==> src/rtl/multi_port_write_back_arbiter_pkg.sv <==
// Shared types and constants for the multi-port GPR write-back arbiter.
// Optional statistics counters are enabled with WB_ARBITER_STATS_EN.
package multi_port_write_back_arbiter_pkg;

  localparam int GPR_ADDR_WIDTH = 5;
  localparam int GPR_DATA_WIDTH = 32;

  // CR0 field plus the XER summary-overflow, overflow and carry bits
  typedef struct packed {
    logic [3:0] cr0;
    logic       so;
    logic       ov;
    logic       ca;
  } cond_exception_t;

endpackage

==> src/rtl/multi_port_write_back_arbiter_if.sv <==
// Unit-side and write-back-side bundle of the arbiter; slave is the arbiter view.
// Handshake: a unit's transfer happens on a cycle with input_valid && input_ready,
// a port's transfer on output_valid && output_ready; valid never waits on ready.
interface multi_port_write_back_arbiter_if #(
  parameter int RS_ID_WIDTH = 5,
  parameter int NUM_UNITS   = 4,
  parameter int NUM_PORTS   = 2
);
  import multi_port_write_back_arbiter_pkg::*;

  logic                      input_valid        [0:NUM_UNITS-1];
  logic                      input_ready        [0:NUM_UNITS-1];
  logic [RS_ID_WIDTH-1:0]    rs_id_in           [0:NUM_UNITS-1];
  logic [GPR_ADDR_WIDTH-1:0] result_reg_addr_in [0:NUM_UNITS-1];
  logic [GPR_DATA_WIDTH-1:0] result_in          [0:NUM_UNITS-1];
  cond_exception_t           cr0_xer_in         [0:NUM_UNITS-1];

  logic                      output_valid        [0:NUM_PORTS-1];
  logic                      output_ready        [0:NUM_PORTS-1];
  logic [RS_ID_WIDTH-1:0]    rs_id_out           [0:NUM_PORTS-1];
  logic [GPR_ADDR_WIDTH-1:0] result_reg_addr_out [0:NUM_PORTS-1];
  logic [GPR_DATA_WIDTH-1:0] result_out          [0:NUM_PORTS-1];
  cond_exception_t           cr0_xer_out         [0:NUM_PORTS-1];

  modport slave (
    input  input_valid, rs_id_in, result_reg_addr_in, result_in, cr0_xer_in, output_ready,
    output input_ready, output_valid, rs_id_out, result_reg_addr_out, result_out, cr0_xer_out
  );

  modport master (
    output input_valid, rs_id_in, result_reg_addr_in, result_in, cr0_xer_in, output_ready,
    input  input_ready, output_valid, rs_id_out, result_reg_addr_out, result_out, cr0_xer_out
  );

endinterface

==> src/rtl/multi_port_write_back_arbiter_rr_multi_select.sv <==
// Combinational round-robin picker: selects up to free_count units starting at rr_ptr,
// skipping any unit whose destination GPR matches one already picked this cycle.
module multi_port_write_back_arbiter_rr_multi_select
  import multi_port_write_back_arbiter_pkg::*;
#(
  parameter int NUM_UNITS = 4,
  parameter int NUM_PORTS = 2,
  parameter int UW        = $clog2(NUM_UNITS),
  parameter int PW        = $clog2(NUM_PORTS + 1)
) (
  input  logic [NUM_UNITS-1:0]      valid,
  input  logic [GPR_ADDR_WIDTH-1:0] addr      [0:NUM_UNITS-1],
  input  logic [UW-1:0]             rr_ptr,
  input  logic [PW-1:0]             free_count,
  output logic [NUM_UNITS-1:0]      grant,
  output logic [UW-1:0]             slot_unit [0:NUM_PORTS-1],
  output logic [PW-1:0]             num_sel,
  output logic [UW-1:0]             next_ptr
);

  localparam logic [UW:0] NU = (UW + 1)'(NUM_UNITS);

  logic [UW:0]   sum;
  logic [UW:0]   nxt;
  logic [UW-1:0] u;
  logic          hazard;

  always_comb begin
    grant    = '0;
    num_sel  = '0;
    next_ptr = rr_ptr;
    sum      = '0;
    nxt      = '0;
    u        = '0;
    hazard   = 1'b0;
    for (int k = 0; k < NUM_PORTS; k++) slot_unit[k] = '0;
    for (int i = 0; i < NUM_UNITS; i++) begin
      sum = {1'b0, rr_ptr} + (UW + 1)'(i);
      if (sum >= NU) sum = sum - NU;
      u = sum[UW-1:0];
      hazard = 1'b0;
      for (int j = 0; j < NUM_UNITS; j++)
        if (grant[j] && addr[j] == addr[u]) hazard = 1'b1;
      if (valid[u] && !hazard && num_sel < free_count) begin
        grant[u] = 1'b1;
        for (int k = 0; k < NUM_PORTS; k++)
          if (num_sel == PW'(k)) slot_unit[k] = u;
        num_sel = num_sel + 1'b1;
        nxt = {1'b0, u} + 1'b1;
        if (nxt == NU) nxt = '0;
        next_ptr = nxt[UW-1:0];
      end
    end
  end

endmodule

==> src/rtl/multi_port_write_back_arbiter.sv <==
// Retires up to NUM_PORTS execution-unit results per cycle into registered write-back ports.
// Define WB_ARBITER_STATS_EN to build the per-unit grant/stall counters; otherwise they read 0.
module multi_port_write_back_arbiter
  import multi_port_write_back_arbiter_pkg::*;
#(
  parameter int RS_ID_WIDTH = 5,
  parameter int NUM_UNITS   = 4,
  parameter int NUM_PORTS   = 2,
  parameter int STAT_WIDTH  = 16
) (
  input  logic                           clk,
  input  logic                           rst,
  multi_port_write_back_arbiter_if.slave wb,
  output logic [STAT_WIDTH-1:0]          grant_count [0:NUM_UNITS-1],
  output logic [STAT_WIDTH-1:0]          stall_count [0:NUM_UNITS-1],
  output logic [$clog2(NUM_UNITS)-1:0]   rr_ptr_state
);

  localparam int UW = $clog2(NUM_UNITS);
  localparam int PW = $clog2(NUM_PORTS + 1);

  logic [UW-1:0]             rr_ptr, next_ptr;
  logic [NUM_PORTS-1:0]      free;
  logic [PW-1:0]             free_count, num_sel, rank;
  logic [NUM_UNITS-1:0]      valid_vec, grant;
  logic [GPR_ADDR_WIDTH-1:0] dest [0:NUM_UNITS-1];
  logic [UW-1:0]             slot_unit [0:NUM_PORTS-1];
  logic                      load [0:NUM_PORTS-1];
  logic [UW-1:0]             src  [0:NUM_PORTS-1];

  logic                      valid_q [0:NUM_PORTS-1];
  logic [RS_ID_WIDTH-1:0]    rs_q    [0:NUM_PORTS-1];
  logic [GPR_ADDR_WIDTH-1:0] addr_q  [0:NUM_PORTS-1];
  logic [GPR_DATA_WIDTH-1:0] res_q   [0:NUM_PORTS-1];
  cond_exception_t           cr_q    [0:NUM_PORTS-1];

  always_comb begin
    free       = '0;
    free_count = '0;
    for (int p = 0; p < NUM_PORTS; p++) begin
      free[p]    = !valid_q[p] || wb.output_ready[p];
      free_count = free_count + PW'(free[p]);
    end
    for (int u = 0; u < NUM_UNITS; u++) begin
      valid_vec[u] = wb.input_valid[u];
      dest[u]      = wb.result_reg_addr_in[u];
    end
  end

  multi_port_write_back_arbiter_rr_multi_select #(
    .NUM_UNITS (NUM_UNITS),
    .NUM_PORTS (NUM_PORTS)
  ) u_select (
    .valid      (valid_vec),
    .addr       (dest),
    .rr_ptr     (rr_ptr),
    .free_count (free_count),
    .grant      (grant),
    .slot_unit  (slot_unit),
    .num_sel    (num_sel),
    .next_ptr   (next_ptr)
  );

  // k-th selection lands on the k-th free port in ascending index order
  always_comb begin
    rank = '0;
    for (int p = 0; p < NUM_PORTS; p++) begin
      load[p] = 1'b0;
      src[p]  = '0;
      if (free[p]) begin
        for (int k = 0; k < NUM_PORTS; k++)
          if (rank == PW'(k) && PW'(k) < num_sel) begin
            load[p] = 1'b1;
            src[p]  = slot_unit[k];
          end
        rank = rank + 1'b1;
      end
    end
  end

  always_ff @(posedge clk or negedge rst) begin
    if (!rst) begin
      rr_ptr <= '0;
      for (int p = 0; p < NUM_PORTS; p++) begin
        valid_q[p] <= 1'b0;
        rs_q[p]    <= '0;
        addr_q[p]  <= '0;
        res_q[p]   <= '0;
        cr_q[p]    <= '0;
      end
    end else begin
      if (|grant) rr_ptr <= next_ptr;
      for (int p = 0; p < NUM_PORTS; p++) begin
        if (free[p]) begin
          valid_q[p] <= load[p];
          if (load[p]) begin
            rs_q[p]   <= wb.rs_id_in[src[p]];
            addr_q[p] <= wb.result_reg_addr_in[src[p]];
            res_q[p]  <= wb.result_in[src[p]];
            cr_q[p]   <= wb.cr0_xer_in[src[p]];
          end
        end
      end
    end
  end

  always_comb begin
    for (int u = 0; u < NUM_UNITS; u++) wb.input_ready[u] = grant[u] && rst;
    for (int p = 0; p < NUM_PORTS; p++) begin
      wb.output_valid[p]        = valid_q[p];
      wb.rs_id_out[p]           = rs_q[p];
      wb.result_reg_addr_out[p] = addr_q[p];
      wb.result_out[p]          = res_q[p];
      wb.cr0_xer_out[p]         = cr_q[p];
    end
  end

  assign rr_ptr_state = rr_ptr;

`ifdef WB_ARBITER_STATS_EN
  always_ff @(posedge clk or negedge rst) begin
    if (!rst) begin
      for (int u = 0; u < NUM_UNITS; u++) begin
        grant_count[u] <= '0;
        stall_count[u] <= '0;
      end
    end else begin
      for (int u = 0; u < NUM_UNITS; u++) begin
        if (wb.input_valid[u]) begin
          if (grant[u]) begin
            if (grant_count[u] != '1) grant_count[u] <= grant_count[u] + 1'b1;
          end else begin
            if (stall_count[u] != '1) stall_count[u] <= stall_count[u] + 1'b1;
          end
        end
      end
    end
  end
`else
  always_comb begin
    for (int u = 0; u < NUM_UNITS; u++) begin
      grant_count[u] = '0;
      stall_count[u] = '0;
    end
  end
`endif

endmodule

==> src/flat_wrapper.sv <==
// flat-port wrapper written by rule: the top's interface ports become plain ports
module multi_port_write_back_arbiter_flat import multi_port_write_back_arbiter_pkg::*;
#(
  parameter int RS_ID_WIDTH = 5,
  parameter int NUM_UNITS   = 4,
  parameter int NUM_PORTS   = 2,
  parameter int STAT_WIDTH  = 16
)
  (clk, rst, grant_count, stall_count, rr_ptr_state, wb_input_valid, wb_rs_id_in, wb_result_reg_addr_in, wb_result_in, wb_cr0_xer_in, wb_output_ready, wb_input_ready, wb_output_valid, wb_rs_id_out, wb_result_reg_addr_out, wb_result_out, wb_cr0_xer_out);
  multi_port_write_back_arbiter_if #(.RS_ID_WIDTH(RS_ID_WIDTH), .NUM_UNITS(NUM_UNITS), .NUM_PORTS(NUM_PORTS)) wb_i ();
  input  logic clk;
  input  logic rst;
  output logic [STAT_WIDTH-1:0] grant_count[0:NUM_UNITS-1];
  output logic [STAT_WIDTH-1:0] stall_count[0:NUM_UNITS-1];
  output logic [$clog2(NUM_UNITS)-1:0] rr_ptr_state;
  input wire logic [$bits(wb_i.input_valid)-1:0] wb_input_valid;
  input wire logic [$bits(wb_i.rs_id_in)-1:0] wb_rs_id_in;
  input wire logic [$bits(wb_i.result_reg_addr_in)-1:0] wb_result_reg_addr_in;
  input wire logic [$bits(wb_i.result_in)-1:0] wb_result_in;
  input wire logic [$bits(wb_i.cr0_xer_in)-1:0] wb_cr0_xer_in;
  input wire logic [$bits(wb_i.output_ready)-1:0] wb_output_ready;
  output wire logic [$bits(wb_i.input_ready)-1:0] wb_input_ready;
  output wire logic [$bits(wb_i.output_valid)-1:0] wb_output_valid;
  output wire logic [$bits(wb_i.rs_id_out)-1:0] wb_rs_id_out;
  output wire logic [$bits(wb_i.result_reg_addr_out)-1:0] wb_result_reg_addr_out;
  output wire logic [$bits(wb_i.result_out)-1:0] wb_result_out;
  output wire logic [$bits(wb_i.cr0_xer_out)-1:0] wb_cr0_xer_out;
  assign wb_i.input_valid = {>>{wb_input_valid}};
  assign wb_i.rs_id_in = {>>{wb_rs_id_in}};
  assign wb_i.result_reg_addr_in = {>>{wb_result_reg_addr_in}};
  assign wb_i.result_in = {>>{wb_result_in}};
  assign wb_i.cr0_xer_in = {>>{wb_cr0_xer_in}};
  assign wb_i.output_ready = {>>{wb_output_ready}};
  assign wb_input_ready = {>>{wb_i.input_ready}};
  assign wb_output_valid = {>>{wb_i.output_valid}};
  assign wb_rs_id_out = {>>{wb_i.rs_id_out}};
  assign wb_result_reg_addr_out = {>>{wb_i.result_reg_addr_out}};
  assign wb_result_out = {>>{wb_i.result_out}};
  assign wb_cr0_xer_out = {>>{wb_i.cr0_xer_out}};
  multi_port_write_back_arbiter #(.RS_ID_WIDTH(RS_ID_WIDTH), .NUM_UNITS(NUM_UNITS), .NUM_PORTS(NUM_PORTS), .STAT_WIDTH(STAT_WIDTH)) u_core (.clk(clk), .rst(rst), .wb(wb_i), .grant_count(grant_count), .stall_count(stall_count), .rr_ptr_state(rr_ptr_state));
endmodule
==> config.mk <==
export PLATFORM = sky130hd
export DESIGN_NAME = multi_port_write_back_arbiter_flat
export DESIGN_NICKNAME = d
export VERILOG_FILES = /design/src/rtl/multi_port_write_back_arbiter_pkg.sv /design/src/rtl/multi_port_write_back_arbiter_if.sv /design/src/rtl/multi_port_write_back_arbiter_rr_multi_select.sv /design/src/rtl/multi_port_write_back_arbiter.sv /design/src/flat_wrapper.sv
export SDC_FILE = /design/constraint.sdc
export NUM_CORES = 1
export LEC_CHECK = 0
export ABC_AREA = 1
export ABC_CLOCK_PERIOD_IN_PS = 15780
export CAP_MARGIN = 20
export CORE_AREA = 2 2 168 170
export DETAILED_ROUTE_END_ITERATION = 16
export DIE_AREA = 0 0 170 172
export GPL_ROUTABILITY_DRIVEN = 0
export HOLD_SLACK_MARGIN = 0.12
export PLACE_DENSITY = 0.86
export SLEW_MARGIN = 20
export SYNTH_ARGS = -nofsm -noshare
export SYNTH_HDL_FRONTEND = slang
export SYNTH_SLANG_ARGS = --single-unit
==> constraint.sdc <==
create_clock -name clk -period 15.78 [get_ports clk]
set_clock_uncertainty 0.15 [all_clocks]
set_input_delay 3.156 -clock clk [delete_from_list [all_inputs] [get_ports clk]]
set_output_delay 3.156 -clock clk [all_outputs]
set_load 0.03 [all_outputs]
# == Word-level counts from Yosys, hierarchy flattened ==
# Cells that the tools add are included.
# op_classes
add_sub_neg,15
magnitude_cmp,23
n_mux,102
n_eq_ne,20
n_reduce_logical,45
bitwise,8
# op_table
cell,n
32-bit binary-select mux with 2-bit select,2
32-bit 2-to-1 mux,4
5-bit binary-select mux with 2-bit select,7
5-bit 2-to-1 mux,14
5-bit equality test,12
2-bit 2-to-1 mux,27
1-bit logical AND,29
7-bit binary-select mux with 2-bit select,2
4-bit 2-to-1 mux,7
7-bit 2-to-1 mux,4
1-bit 2-to-1 mux,27
3-bit greater-or-equal comparator (second input constant),8
2-bit by 1-bit adder with 3-bit output (second input constant),5
2-bit inverter with 3-bit output,5
3-bit equality test (second input constant),4
2-bit by 3-bit < comparator with 1-bit output (second input constant),4
4-bit OR,3
1-bit binary-select mux with 2-bit select,4
1-bit demux with 2-bit select,4
2-bit by 1-bit greater-or-equal comparator with 1-bit output (second input constant),4
2-bit logical NOT,4
2-bit by 1-bit subtractor with 2-bit output (second input constant),4
2-bit by 1-bit adder with 2-bit output (second input constant),3
2-bit by 2-bit adder with 3-bit output (second input constant),2
other kinds (11),24
# word_totals
output_inout_bits,234
reg_bits,102

# == Logic depth before layout (Yosys ltp) ==
# depth
depth_word,44
depth_mapped,44

# == Cells and area by module ==
# A second synthesis with hierarchy kept.
# unflattened
cells_unflattened,1847
area_unflattened_um2,10984.3
# by_module_without_submodules
mod,n_inst,cells_per_inst,seq_area_each_um2,area_per_inst_um2
multi_port_write_back_arbiter,1,1409,2552.4,8704.6
multi_port_write_back_arbiter_rr_multi_select,1,438,0.0,2279.7

# == Worst setup path after synthesis ==
# OpenSTA, ideal clock, no wires.
# synth_timing
path_type,input to output
startpoint,in wb_output_ready[1]
endpoint,out wb_input_ready[0]
path_slack_ps,5044
arrival_time_ps,7430
cell_stages,30
t_required_ps,12474
n_path_buf,1
cell_sequence,nor2_1 > inv_1 > ha_1 > a21oi_1 > nor2_1 > nand2_1 > nor2_4 > nand2_1 > inv_1 > ha_1 > ha_1 > a21oi_1 > nand2_1 > a31oi_1 > nand2_2 > nor2_4 > nand2_4 > nor2_1 > nor2_1 > ha_1 > a211oi_1 > nand2_1 > nor2_2 > nand2_4 > buf_6 > inv_2 > nand2_1 > nand3_1 > inv_1 > nor2_1
# synth_via
elab_chain_cells,33
elab_cells_between_ends,53
cone_classes,3 x add/sub; 4 x order compare; 19 x mux; 3 x bitwise; 24 x reduce/logical
# synth_rtl
item,line,text
start: declaration,flat_wrapper.sv:21,input wire logic [$bits(wb_i.output_ready)-1:0] wb_output_ready;
1-bit logical OR (*),multi_port_write_back_arbiter.sv:41,free[p] = !valid_q[p] || wb.output_ready[p];
named net u_core.free[0],multi_port_write_back_arbiter.sv:23,logic [NUM_PORTS-1:0] free;
1-bit by 1-bit adder with 2-bit output (*),multi_port_write_back_arbiter.sv:42,free_count = free_count + PW'(free[p]);
1-bit by 2-bit < comparator with 1-bit output,multi_port_write_back_arbiter_rr_multi_select.sv:44,if (valid[u] && !hazard && num_sel < free_count) begin
1-bit logical AND,multi_port_write_back_arbiter_rr_multi_select.sv:44,
4-bit 2-to-1 mux,multi_port_write_back_arbiter_rr_multi_select.sv:44,
1-bit logical AND,multi_port_write_back_arbiter_rr_multi_select.sv:43,if (grant[j] && addr[j] == addr[u]) hazard = 1'b1;
1-bit 2-to-1 mux (4 in series),multi_port_write_back_arbiter_rr_multi_select.sv:43,
(+10 left out),-,
1-bit logical AND (2 in series),multi_port_write_back_arbiter_rr_multi_select.sv:44,
4-bit 2-to-1 mux,multi_port_write_back_arbiter_rr_multi_select.sv:44,
1-bit logical AND,multi_port_write_back_arbiter_rr_multi_select.sv:43,
1-bit 2-to-1 mux (4 in series),multi_port_write_back_arbiter_rr_multi_select.sv:43,
1-bit logical NOT,multi_port_write_back_arbiter_rr_multi_select.sv:44,
1-bit logical AND (2 in series),multi_port_write_back_arbiter_rr_multi_select.sv:44,
4-bit 2-to-1 mux (*),multi_port_write_back_arbiter_rr_multi_select.sv:44,
1-bit logical AND (*),multi_port_write_back_arbiter.sv:108,for (int u = 0; u < NUM_UNITS; u++) wb.input_ready[u] = grant[u] && rst;
end: declaration,flat_wrapper.sv:22,output wire logic [$bits(wb_i.input_ready)-1:0] wb_input_ready;
# Mark *: on every way through the listed nets, which the timed path passes. The rest lies on a longest branch.

# == Worst setup path after layout ==
# Ends and elaborated chain as after synthesis.

==> impl_metrics.ini <==
[cells_and_area]
layout_commonest_cell = nand2_1
n_fill_cell = 2658
post-route-cell-area_um2 = 14000
antenna_cells = 0
drive_above_1_share_pct = 4.31
layout_common_cells = nand2_1 (659), clkdlybuf4s50_1 (308), nor2_1 (257), inv_1 (182), nand3_1 (145)
nets = 2351
synthToLayoutAreaGrowth_pct = 26.0

[detailed_routing]
dr.pass1.iters = 6
drt_iter0_drc = 1258
dr_total_vias = 12900
detail-route-antenna-nets = 0
via_per_inst = 5.19
drcViolationCount = 0
route.detailed.wl_per_inst_um = 16.5
wl_mm = 40.9

[synthesis]
ys.flop_type = dfrtp_1
yosys.area.top_type = dfrtp_1
ys_top_cells_by_area = dfrtp_1 (23%), nand2_1 (22%), buf_4 (10%)
async_reset_ff_share_pct = 100
ys_types = 44
synth_edf_count = 0
synth_top_area_share_pct = 23.0
yosysSeqAreaShare_pct = 23.0
ys_seq_elements = 102
yosysWarnings = 0
postSynthAreaPerCell_um2 = 5.85
syn_area_um2 = 11100
synth_cells = 1897

[clock_network]
clkLatencyLatePin_ps = 350
cts-root-buf = clkbuf_16
postCtsSetupBuffers = 0
ctsResizeCount = 0
htree_levels = 3
cts.clk_slew.worst_paths_ps = 80
cts_buffers = 9
clk_path_buf_depth = 2
hold_buffers = 0
cts_tree = done
clkSinkCount = 102

[place]
port_buffers = 309
placedInstanceArea_um2 = 13700
dpl.hpwl_mm = 27.7

[critical_path]
cp-start-kind = primary input
cp_slowest_cell = clkdlybuf4s50_1
r2r_start = u_core.rr_ptr_state[1]
cp.required_ps = 12470
crit_end = wb_input_ready[0]
critPathMaxStageDelay_ps = 680
cp-end-kind = output pin
cp_data_arrival_time_ps = 8970
worstPathMaxFanout = 13
r2r_end = u_core.wb.cr0_xer_out[2]
startpoint = wb_output_ready[1]
worstSetupPathType = primary input to output pin
r2r_slack_ps = 6540
reg2reg_depth = 38

[timing]
tns_ps = 0
finalMaxSlewViolations = 0
setup_viol = 0
hold_viol = 0
max_slew.worst_pin.slew_ps = 1130
rsz0062_at_grt = false
finalCritPeriodShare_pct = 77.8
finalCriticalPeriod_ps = 12270
fmax_ghz = 0.0815
relSlewSlack_pct = 24.5

[run]
drv_cap = 0

[global_routing]
grt_pass1_vias = 11700
grt.overflow.total = 0
grt_max_degree = 99
gr-usage-all-layers_pct = 26.7
antenna_found_initial = 0
grt_pass1_wl_mm = 61.8

[floorplan]
die_w_um = 170
top_level_ports = 438
core_um2 = 27500
dieArea_um2 = 29200
die_height_um = 172
initial_utilization_pct = 40.4
num_rows = 61

[status]
status = complete, no violations

[worst_hold_path]
hp-class = flip-flop to flip-flop
synth_stat cells, types with 18 or more instances:
master,instances
a21oi_1,23
nand2_1,660
o21ai_1,54
nor2_1,257
buf_4,150
nand3_2,20
ha_1,18
clkbuf_1,22
buf_2,41
xor2_1,26
nand3_1,145
inv_1,182
dfrtp_1,102
o21ai_0,105
metrics by stage:
stage                     setup WS, ps  instances  utilization [%]  hold slack (ps)
final                             3510       2480             50.9              331
after CTS                         3620       2479             50.8              336
after detailed placement          3650       2463             49.7              314
after floorplan                   5040       2024                -              505
after global placement            3850       2463             49.7              311
after global routing              3020       2480             50.9              355
metal layers:
metal / wire length [um] / GRT usage (%) / vias up
met4: 1840 / 12.3 / 0
met2: 18600 / 44.1 / 772
met1: 16700 / 34.2 / 5891
met3: 3700 / 4.35 / 137
met5: 0 / 0 / -
li1: - / - / 6082
area by class of cell:
type	instances	area, um2	share of cell area, %
Clock buffer	10	239	1.71
Multi-Input combinational cell	1504	6800	48.6
Clock inverter	6	60.1	0.429
Tap cell	346	433	3.09
Inverter	193	724	5.18
Timing Repair Buffer	319	3190	22.8
Sequential cell	102	2550	18.2
kinds of logic (layout without fill, tap and decap cells):
logic type | Yosys count | in the layout | share of synthesized area (%)
AO/OA/AOI/OAI | 200 | 200 | 9.59
adder cells (fa/ha/maj) | 18 | 18 | 2.03
multiplexers | 1 | 1 | 0.0902
buffers and inverters | 418 | 528 | 20.5
XOR/XNOR | 26 | 26 | 2.05
other | 1 | 128 | 0.0338
AND/OR/NAND/NOR | 1131 | 1131 | 42.7
flip-flops | 102 | 102 | 23.0
critical path: cells and delay by family:
kind	cells	cell delay [ps]
AO/OA/AOI/OAI	4	720
adder cells (fa/ha/maj)	4	1090
buffers and inverters	6	1620
AND/OR/NAND/NOR	17	2380
flip-flops by register name (all words and copies together), names as in the netlist:
signal,cells
u_core.wb.cr0_xer_out,14
u_core.wb.result_out,64
u_core.rr_ptr_state,2
u_core.wb.rs_id_out,10
u_core.wb.result_reg_addr_out,10
u_core.wb.output_valid,2
worst min path at each step:
stage | startpoint | to | slack, ps | depth (start not counted)
floorplan | u_core.wb.cr0_xer_out[3] | u_core.wb.cr0_xer_out[3] | 500 | 2
global placement | u_core.wb.result_out[25] | u_core.wb.result_out[25] | 310 | 2
detailed placement | u_core.wb.rs_id_out[4] | u_core.wb.rs_id_out[4] | 310 | 2
CTS | u_core.wb.rs_id_out[2] | u_core.wb.rs_id_out[2] | 340 | 2
global route | u_core.wb.result_out[59] | u_core.wb.result_out[59] | 350 | 2
finish | u_core.wb.rs_id_out[2] | u_core.wb.rs_id_out[2] | 330 | 2
Power is left out: the tool's default activity adds up to more than one toggle a clock period on the data nets, which glitch-free logic cannot reach.
